==> src/rtl/logic_result_fifo_if.sv <==
// Valid/ready bundle for the bitwise-result FIFO: operand side in, result side out.
interface logic_result_fifo_if #(
  parameter int unsigned Width = 32,
  parameter int unsigned Depth = 4,
  parameter int unsigned CntW  = 16
) ();
  logic                       in_valid;
  logic                       in_ready;
  logic [Width-1:0]           in_a;
  logic [Width-1:0]           in_b;
  logic [1:0]                 in_op;
  logic                       out_valid;
  logic                       out_ready;
  logic [Width-1:0]           out_data;
  logic                       out_zero;
  logic                       out_ones;
  logic [$clog2(Depth):0]     count;
  logic [CntW-1:0]            stall_cycles;

  modport master (
    output in_valid, in_a, in_b, in_op, out_ready,
    input  in_ready, out_valid, out_data, out_zero, out_ones, count, stall_cycles
  );

  modport slave (
    input  in_valid, in_a, in_b, in_op, out_ready,
    output in_ready, out_valid, out_data, out_zero, out_ones, count, stall_cycles
  );
endinterface

==> src/rtl/logic_result_fifo.sv <==
// Evaluates AND/OR/XOR/NOR on each accepted operand pair and queues the result
// with zero/all-ones flags; counts cycles where upstream is held off.
module logic_result_fifo #(
  parameter int unsigned Width = 32,
  parameter int unsigned Depth = 4,
  parameter int unsigned CntW  = 16
) (
  input  logic               clk_i,
  input  logic               rst_ni,
  input  logic               clear_i,
  logic_result_fifo_if.slave bus
);
  localparam int unsigned PtrW   = $clog2(Depth);
  localparam int unsigned CountW = PtrW + 1;

  // Entry layout: {ones, zero, data}
  logic [Width+1:0]  mem_q [Depth];
  logic [PtrW-1:0]   wr_ptr_q, wr_ptr_d, rd_ptr_q, rd_ptr_d;
  logic [CountW-1:0] count_q, count_d;
  logic [CntW-1:0]   stall_q, stall_d;
  logic [Width-1:0]  result;
  logic [Width+1:0]  head;
  logic              full, empty, push, pop;

  always_comb begin
    result = '0;
    unique case (bus.in_op)
      2'b00: result = bus.in_a & bus.in_b;
      2'b01: result = bus.in_a | bus.in_b;
      2'b10: result = bus.in_a ^ bus.in_b;
      2'b11: result = ~(bus.in_a | bus.in_b);
      default: result = '0;
    endcase
  end

  assign full  = (count_q == CountW'(Depth));
  assign empty = (count_q == '0);
  assign push  = bus.in_valid & ~full;
  assign pop   = ~empty & bus.out_ready;

  // Storage is never reset, so the head is gated to zero while empty.
  assign head             = mem_q[rd_ptr_q];
  assign bus.in_ready     = ~full;
  assign bus.out_valid    = ~empty;
  assign bus.out_data     = empty ? '0 : head[Width-1:0];
  assign bus.out_zero     = ~empty & head[Width];
  assign bus.out_ones     = ~empty & head[Width+1];
  assign bus.count        = count_q;
  assign bus.stall_cycles = stall_q;

  always_comb begin
    wr_ptr_d = wr_ptr_q;
    rd_ptr_d = rd_ptr_q;
    count_d  = count_q;
    stall_d  = stall_q;
    if (clear_i) begin
      wr_ptr_d = '0;
      rd_ptr_d = '0;
      count_d  = '0;
      stall_d  = '0;
    end else begin
      if (push) wr_ptr_d = wr_ptr_q + PtrW'(1);
      if (pop)  rd_ptr_d = rd_ptr_q + PtrW'(1);
      if (push && !pop)      count_d = count_q + CountW'(1);
      else if (!push && pop) count_d = count_q - CountW'(1);
      if (bus.in_valid && full && (stall_q != '1)) stall_d = stall_q + CntW'(1);
    end
  end

  always_ff @(posedge clk_i or negedge rst_ni) begin
    if (!rst_ni) begin
      wr_ptr_q <= '0;
      rd_ptr_q <= '0;
      count_q  <= '0;
      stall_q  <= '0;
    end else begin
      wr_ptr_q <= wr_ptr_d;
      rd_ptr_q <= rd_ptr_d;
      count_q  <= count_d;
      stall_q  <= stall_d;
    end
  end

  always_ff @(posedge clk_i) begin
    if (push && !clear_i) begin
      mem_q[wr_ptr_q] <= {&result, ~|result, result};
    end
  end
endmodule

==> src/flat_wrapper.sv <==
// flat-port wrapper written by rule: the top's interface ports become plain ports
module logic_result_fifo_flat 
#(
  parameter int unsigned Width = 32,
  parameter int unsigned Depth = 4,
  parameter int unsigned CntW  = 16
)
  (clk_i, rst_ni, clear_i, bus_in_valid, bus_in_a, bus_in_b, bus_in_op, bus_out_ready, bus_in_ready, bus_out_valid, bus_out_data, bus_out_zero, bus_out_ones, bus_count, bus_stall_cycles);
  logic_result_fifo_if #(.Width(Width), .Depth(Depth), .CntW(CntW)) bus_i ();
  input  logic clk_i;
  input  logic rst_ni;
  input  logic clear_i;
  input wire logic [$bits(bus_i.in_valid)-1:0] bus_in_valid;
  input wire logic [$bits(bus_i.in_a)-1:0] bus_in_a;
  input wire logic [$bits(bus_i.in_b)-1:0] bus_in_b;
  input wire logic [$bits(bus_i.in_op)-1:0] bus_in_op;
  input wire logic [$bits(bus_i.out_ready)-1:0] bus_out_ready;
  output wire logic [$bits(bus_i.in_ready)-1:0] bus_in_ready;
  output wire logic [$bits(bus_i.out_valid)-1:0] bus_out_valid;
  output wire logic [$bits(bus_i.out_data)-1:0] bus_out_data;
  output wire logic [$bits(bus_i.out_zero)-1:0] bus_out_zero;
  output wire logic [$bits(bus_i.out_ones)-1:0] bus_out_ones;
  output wire logic [$bits(bus_i.count)-1:0] bus_count;
  output wire logic [$bits(bus_i.stall_cycles)-1:0] bus_stall_cycles;
  assign bus_i.in_valid = bus_in_valid;
  assign bus_i.in_a = bus_in_a;
  assign bus_i.in_b = bus_in_b;
  assign bus_i.in_op = bus_in_op;
  assign bus_i.out_ready = bus_out_ready;
  assign bus_in_ready = bus_i.in_ready;
  assign bus_out_valid = bus_i.out_valid;
  assign bus_out_data = bus_i.out_data;
  assign bus_out_zero = bus_i.out_zero;
  assign bus_out_ones = bus_i.out_ones;
  assign bus_count = bus_i.count;
  assign bus_stall_cycles = bus_i.stall_cycles;
  logic_result_fifo #(.Width(Width), .Depth(Depth), .CntW(CntW)) u_core (.clk_i(clk_i), .rst_ni(rst_ni), .clear_i(clear_i), .bus(bus_i));
endmodule
==> config.mk <==
export PLATFORM = sky130hd
export DESIGN_NAME = logic_result_fifo_flat
export DESIGN_NICKNAME = d
export VERILOG_FILES = /design/src/rtl/logic_result_fifo_if.sv /design/src/rtl/logic_result_fifo.sv /design/src/flat_wrapper.sv
export SDC_FILE = /design/constraint.sdc
export NUM_CORES = 1
export LEC_CHECK = 0
export CAP_MARGIN = 10
export CORE_UTILIZATION = 36
export CTS_CLUSTER_SIZE = 25
export DETAILED_ROUTE_END_ITERATION = 7
export PLACE_DENSITY = 0.6
export SYNTH_ARGS = -nofsm -noshare
export SYNTH_HDL_FRONTEND = slang
export SYNTH_SLANG_ARGS = --single-unit
==> constraint.sdc <==
create_clock -name clk_i -period 6.1 [get_ports clk_i]
set_clock_uncertainty 0.05 [all_clocks]
set_input_delay 1.83 -clock clk_i [delete_from_list [all_inputs] [get_ports clk_i]]
set_output_delay 1.83 -clock clk_i [all_outputs]
set_load 0.02 [all_outputs]
After elaboration in Yosys (flattened, before gate mapping). Memory sizes are Yosys's and may differ from the RTL's. Index checks and enable logic that the tools add are counted.

Input bits: 71. Register bits: 23. Output and inout port bits: 55. RAM bits: 136. Word-level logic and storage cells: 55. Memories: 1.

Bitwise gates (word level): 10. Equal/unequal tests: 5. $add $sub $neg: 5. Reduce and logical (&&, ||, !) cells: 17. Mux-type cells: 13.

Memory list: u_core.mem_q (words 4, bits a word 34, read ports 1, clocked after memory_dff 0, write ports 1, line logic_result_fifo.sv:17) `logic [Width+1:0] mem_q [Depth];`.

Operator list (number): $pmux W32 S4 (1); $and A32 B32 Y32 (1); $mux W16 (2); $mux W32 (1); $not A32 Y32 (1); $or A32 B32 Y32 (1); $reduce_and A32 Y1 (1); $reduce_or A32 Y1 (1); $xor A32 B32 Y32 (1); $add A16 B1 Y16 const B (1); $ne A16 B16 Y1 const B (1); $mux W3 (3); $mux W2 (4); $reduce_bool A2 Y1 (3); $logic_and A1 B1 Y1 (5); $add A2 B1 Y2 const B (2); $and A1 B1 Y1 (4); $eq A2 B2 Y1 const B (2); $logic_not A1 Y1 (4); $add A3 B1 Y3 const B (1); $eq A3 B3 Y1 const B (1); $logic_not A3 Y1 (1); $reduce_bool A3 Y1 (1); $sub A3 B1 Y3 const B (1); 4 further kinds (6).

Logic depth before layout (Yosys ltp).
Depth after elaboration: 8. Depth in mapped cells: 8. Mapped depth without buffers: 7.

Worst setup path before layout. No wires, ideal clock.

Kind: reg-to-output. Start: register u_core.rd_ptr_q[0]. End: output bus_out_data[10]. Stages on the path, launching flop included: 5. Buffers on the path: 2. Slack: 2.634 ns. Data arrival time: 1.586 ns. Required time: 4.220 ns. Path through: dfrtp_1 buf_2 buf_2 mux4_2 and2_1.

Cells in the longest elaborated chain, start to end: 2.

RTL lines: from (decl) (line logic_result_fifo.sv:18) `logic [PtrW-1:0] wr_ptr_q, wr_ptr_d, rd_ptr_q, rd_ptr_d;`; from (signal assigned) (line logic_result_fifo.sv:78) `rd_ptr_q <= rd_ptr_d;`; $mem_v2 Z4 W34; $mux W32 (line logic_result_fifo.sv:45) `assign bus.out_data = empty ? '0 : head[Width-1:0];`; to (decl) (line flat_wrapper.sv:20) `output wire logic [$bits(bus_i.out_data)-1:0] bus_out_data;`.

No other way between the ends.

Worst setup path in the final report.
Start: register u_core.rd_ptr_q[0]. End: output bus_out_data[15].

The elaborated chain is that of the path after synthesis.

==> results.yml <==
layout:
  layout.filler_cells: 2113
  drive_above_1_share_pct: 10.4
  fin_cells: 1143
  area_grow_syn2layout_pct: 25.0
  postLayoutCoreUtil_pct: 46.4
  nets: 953
  diodes: 0
pwr:
  switching_share_pct: 29.1
  seq_power_share_pct: 36.1
  irDropWorstVdd_mv: 0.156
  power.net_switching_mw: 1.09
  p_int_mw: 2.65
  powerDensity_nw_per_um2: 339
  pwr-share-comb_pct: 32.3
  static-leakage-power_nw: 4.22
  clkPwrFrac_pct: 31.6
  p_total_mw: 3.73
yosys:
  synthCells: 693
  total_of_warnings_raised_by_yosys: 0
  synth_cell_type_count: 42
  synth-seq-area-share_pct: 52.8
  synthesis.area_sq_um: 8820
  synth_nets: 834
  postSynthRegisterBits: 159
  synth_area_per_cell_sq_um: 12.7
sta:
  finalSetupTns_ns: 0
  post-route-min-period_ns: 4.66
  timing.final.setup_violations: 0
  tightestPinTransition_ns: 1.12
  final-max-slew-violation-count: 0
  max_clock_freq_mhz: 215
  rsz0062_at_grt: "false"
  report.final.hold_viol_count: 0
  finalCritPeriodShare_pct: 76.3
  setup_ws_ns: 1.44
  max-slew-margin-rel_pct: 25.0
floorplanning:
  die_h_microns: 159
  start_util_pct: 37.1
  num_rows: 56
  coreArea_sq_um: 23800
  chipWidth_microns: 159
  top_level_ports: 126
  dieArea_sq_um: 25100
status:
  run_status: "completed"
global_routing:
  largest_net_degree_at_the_start_of_global_routing: 65
  grtUsageMet1_pct: 21.7
  groute.layer.met2.usage_pct: 26.8
  antenna_found_initial: 0
  busiest_layer: "met2"
  groute.usage.overall_pct: 16.0
  globalRouteOverflowTotal: 0
  wire_length_of_the_first_global_routing_pass_microns: 29900
  first_global_vias: 5594
  gr-usage-met3_pct: 2.10
placement:
  place.detailed.instances: 1112
  hpwlAfterDp_microns: 13500
  gp_congestion: 0.786
  numPortBuffers: 125
  post-place-ws_ns: 1.79
detailed_routing:
  drt_iter0_markers: 334
  postRouteWirelength_microns: 18900
  ant_nets: 0
  drcViolationCount: 0
  detail_route.vias_per_cell: 4.90
  dr.pass1.iters: 4
  vias: 5601
  wl_per_cell_microns: 16.5
clock_network:
  clock_path_buffers: 2
  cts_setup_buffers: 0
  cts.root.buffer_cell: "sky130_fd_sc_hd__clkbuf_16"
  clock_sinks: 159
  path_clk_slew_ns: 0.06
  cts_made_buffers: 17
  htreeDepth: 4
  tritoncts_clock_tree: "built"
  post_cts_hold_buffer_count: 0
  clkLatencyLatePin_ns: 0.41
  ctsResizeCount: 0
setup_path:
  r2r_slack_ns: 3.66
  critPathCaptureType: "output port"
  setup.worst_path.class: "reg -> out"
  cp_cell_sequence: "buf_4 -> mux4_2 -> and2_1 -> clkdlybuf4s50_1"
  crit_arrival_ns: 2.78
  critPathRequiredTime_ns: 4.22
  worst-path-max-fanout: 16
  slowest_stage: "sky130_fd_sc_hd__dfrtp_2"
  slowest_stage_delay_cp_ns: 0.71
  worstSetupStartpointType: "flop"
worst_hold_path:
  worst_hold_path_type: "reg -> reg"
job:
  cap_viol_max_count: 0
power groups by stage:
stage	combinational, mW	clock, mW	sequential [mW]
final	1.21	1.18	1.35
after global routing	1.31	1.24	1.36
after CTS	1.23	1.20	1.35
after floorplan	0.766	0	1.33
after detailed placement	1.23	0	1.37
after global placement	1.22	0	1.37
layer usage:
metal	share of wire (%)	wire length, microns
met1	48	9000
met2	47	8960
met3	3.9	743
met4	1.2	218
met5	0	0
critical path: cells and delay by family, from the launching register on:
family | cells | cell delay [ns]
buf+inv | 2 | 0.90
flops | 1 | 0.71
mux | 1 | 0.57
simple gates | 1 | 0.18
state kept, by name (all words and copies together) (netlist names):
name	flops
u_core.bus.count	3
u_core.bus.stall_cycles	16
u_core.mem_q	136
u_core.rd_ptr_q	2
u_core.wr_ptr_q	2
layout make-up:
class	instances	area, sq um	area share [%]
Timing Repair Buffer	134	1310	11.9
Multi-Input combinational cell	431	3730	33.8
Clock buffer	17	425	3.86
Tap cell	319	399	3.62
Inverter	69	259	2.35
Clock inverter	14	240	2.18
Sequential cell	159	4660	42.3
logic make-up (layout without fill, tap and decap cells):
group / after synthesis / count (layout) / share of synthesized area (%)
adder cells (fa/ha/maj): 70 / 70 / 10.0
multiplexers: 36 / 36 / 8.91
XOR/XNOR: 17 / 17 / 1.69
AO/OA/AOI/OAI: 100 / 100 / 8.03
flip-flops: 159 / 159 / 52.8
buffers and inverters: 103 / 234 / 4.91
AND/OR/NAND/NOR: 208 / 208 / 13.6
worst paths after layout:
kind                                              from                     endpoint  depth (start not counted)
setup / recovery                    u_core.rd_ptr_q[0]             bus_out_data[15]                          4
hold / removal             u_core.bus.stall_cycles[13]  u_core.bus.stall_cycles[13]                          2
setup reg to reg                   u_core.bus.count[2]           u_core.mem_q[1][8]                          5
hold reg to reg            u_core.bus.stall_cycles[13]  u_core.bus.stall_cycles[13]                          2
max in group asynchronous                       rst_ni           u_core.rd_ptr_q[0]                          1
min in group asynchronous                       rst_ni  u_core.bus.stall_cycles[14]                          1
stage by stage:
step           cell area [sq um]  hold slack [ns]
2_1_floorplan               8820            0.493
3_3_place_gp               10400            0.514
3_5_place_dp               10400            0.525
4_1_cts                    11000            0.535
5_1_grt                    11000            0.567
6_report                   11000            0.533
layout by cell type, fill, tap and decap left out, types with 4 or more instances in the layout:
master	count
sky130_fd_sc_hd__a211o_1	32
sky130_fd_sc_hd__a21oi_1	4
sky130_fd_sc_hd__a22oi_1	16
sky130_fd_sc_hd__and2_1	72
sky130_fd_sc_hd__and4_1	4
sky130_fd_sc_hd__buf_4	9
sky130_fd_sc_hd__bufinv_16	6
sky130_fd_sc_hd__clkbuf_16	17
sky130_fd_sc_hd__clkdlybuf4s50_1	123
sky130_fd_sc_hd__clkinvlp_4	4
sky130_fd_sc_hd__dfrtp_1	21
sky130_fd_sc_hd__edfxtp_1	136
sky130_fd_sc_hd__ha_1	69
sky130_fd_sc_hd__inv_1	68
sky130_fd_sc_hd__mux4_2	34
sky130_fd_sc_hd__nand2_1	5
sky130_fd_sc_hd__nand3_1	4
sky130_fd_sc_hd__nand4_1	23
sky130_fd_sc_hd__nor2_1	53
sky130_fd_sc_hd__nor2b_1	29
sky130_fd_sc_hd__nor4_1	4
sky130_fd_sc_hd__o2111ai_1	4
sky130_fd_sc_hd__o21ai_0	14
sky130_fd_sc_hd__o21ai_1	22
sky130_fd_sc_hd__xor2_1	15
synthesized netlist by cell type:
cell type,count,area [sq um]
sky130_fd_sc_hd__and2_1,72,450
sky130_fd_sc_hd__inv_1,68,255
sky130_fd_sc_hd__and4_1,4,35.0
sky130_fd_sc_hd__buf_4,3,22.5
sky130_fd_sc_hd__a311oi_1,1,8.76
sky130_fd_sc_hd__a211oi_2,1,12.5
sky130_fd_sc_hd__and3_4,1,11.3
sky130_fd_sc_hd__xor2_1,15,131
sky130_fd_sc_hd__nand3_1,4,20.0
sky130_fd_sc_hd__clkbuf_1,18,67.6
sky130_fd_sc_hd__o21ai_1,22,110
sky130_fd_sc_hd__edfxtp_1,136,4080
sky130_fd_sc_hd__buf_2,10,50.1
sky130_fd_sc_hd__xnor2_1,2,17.5
sky130_fd_sc_hd__nor4_2,1,12.5
sky130_fd_sc_hd__a22oi_1,16,120
sky130_fd_sc_hd__o21ai_0,14,70.1
sky130_fd_sc_hd__nor2b_1,29,181
sky130_fd_sc_hd__dfrtp_1,23,576
sky130_fd_sc_hd__mux2i_1,2,20.0
sky130_fd_sc_hd__fa_1,1,20.0
sky130_fd_sc_hd__a21oi_1,4,20.0
sky130_fd_sc_hd__nor2b_4,3,41.3
sky130_fd_sc_hd__nor4bb_1,1,10.0
sky130_fd_sc_hd__ha_1,69,863
sky130_fd_sc_hd__nand4_1,23,144
sky130_fd_sc_hd__o2111ai_1,4,35.0
sky130_fd_sc_hd__o2111ai_2,1,15.0
sky130_fd_sc_hd__or3b_1,1,8.76
sky130_fd_sc_hd__o31ai_1,1,7.51
sky130_fd_sc_hd__inv_2,1,3.75
sky130_fd_sc_hd__nor4_1,4,25.0
sky130_fd_sc_hd__a211o_1,32,280
sky130_fd_sc_hd__nand2_1,5,18.8
sky130_fd_sc_hd__a31oi_1,1,6.26
sky130_fd_sc_hd__o211ai_1,3,22.5
sky130_fd_sc_hd__mux4_2,34,766
sky130_fd_sc_hd__or2_4,1,8.76
sky130_fd_sc_hd__buf_6,3,33.8
sky130_fd_sc_hd__and3_1,3,18.8
sky130_fd_sc_hd__nor2_1,53,199
sky130_fd_sc_hd__or3_1,3,18.8
No activity file was read; power rests on OpenSTA's default activity.
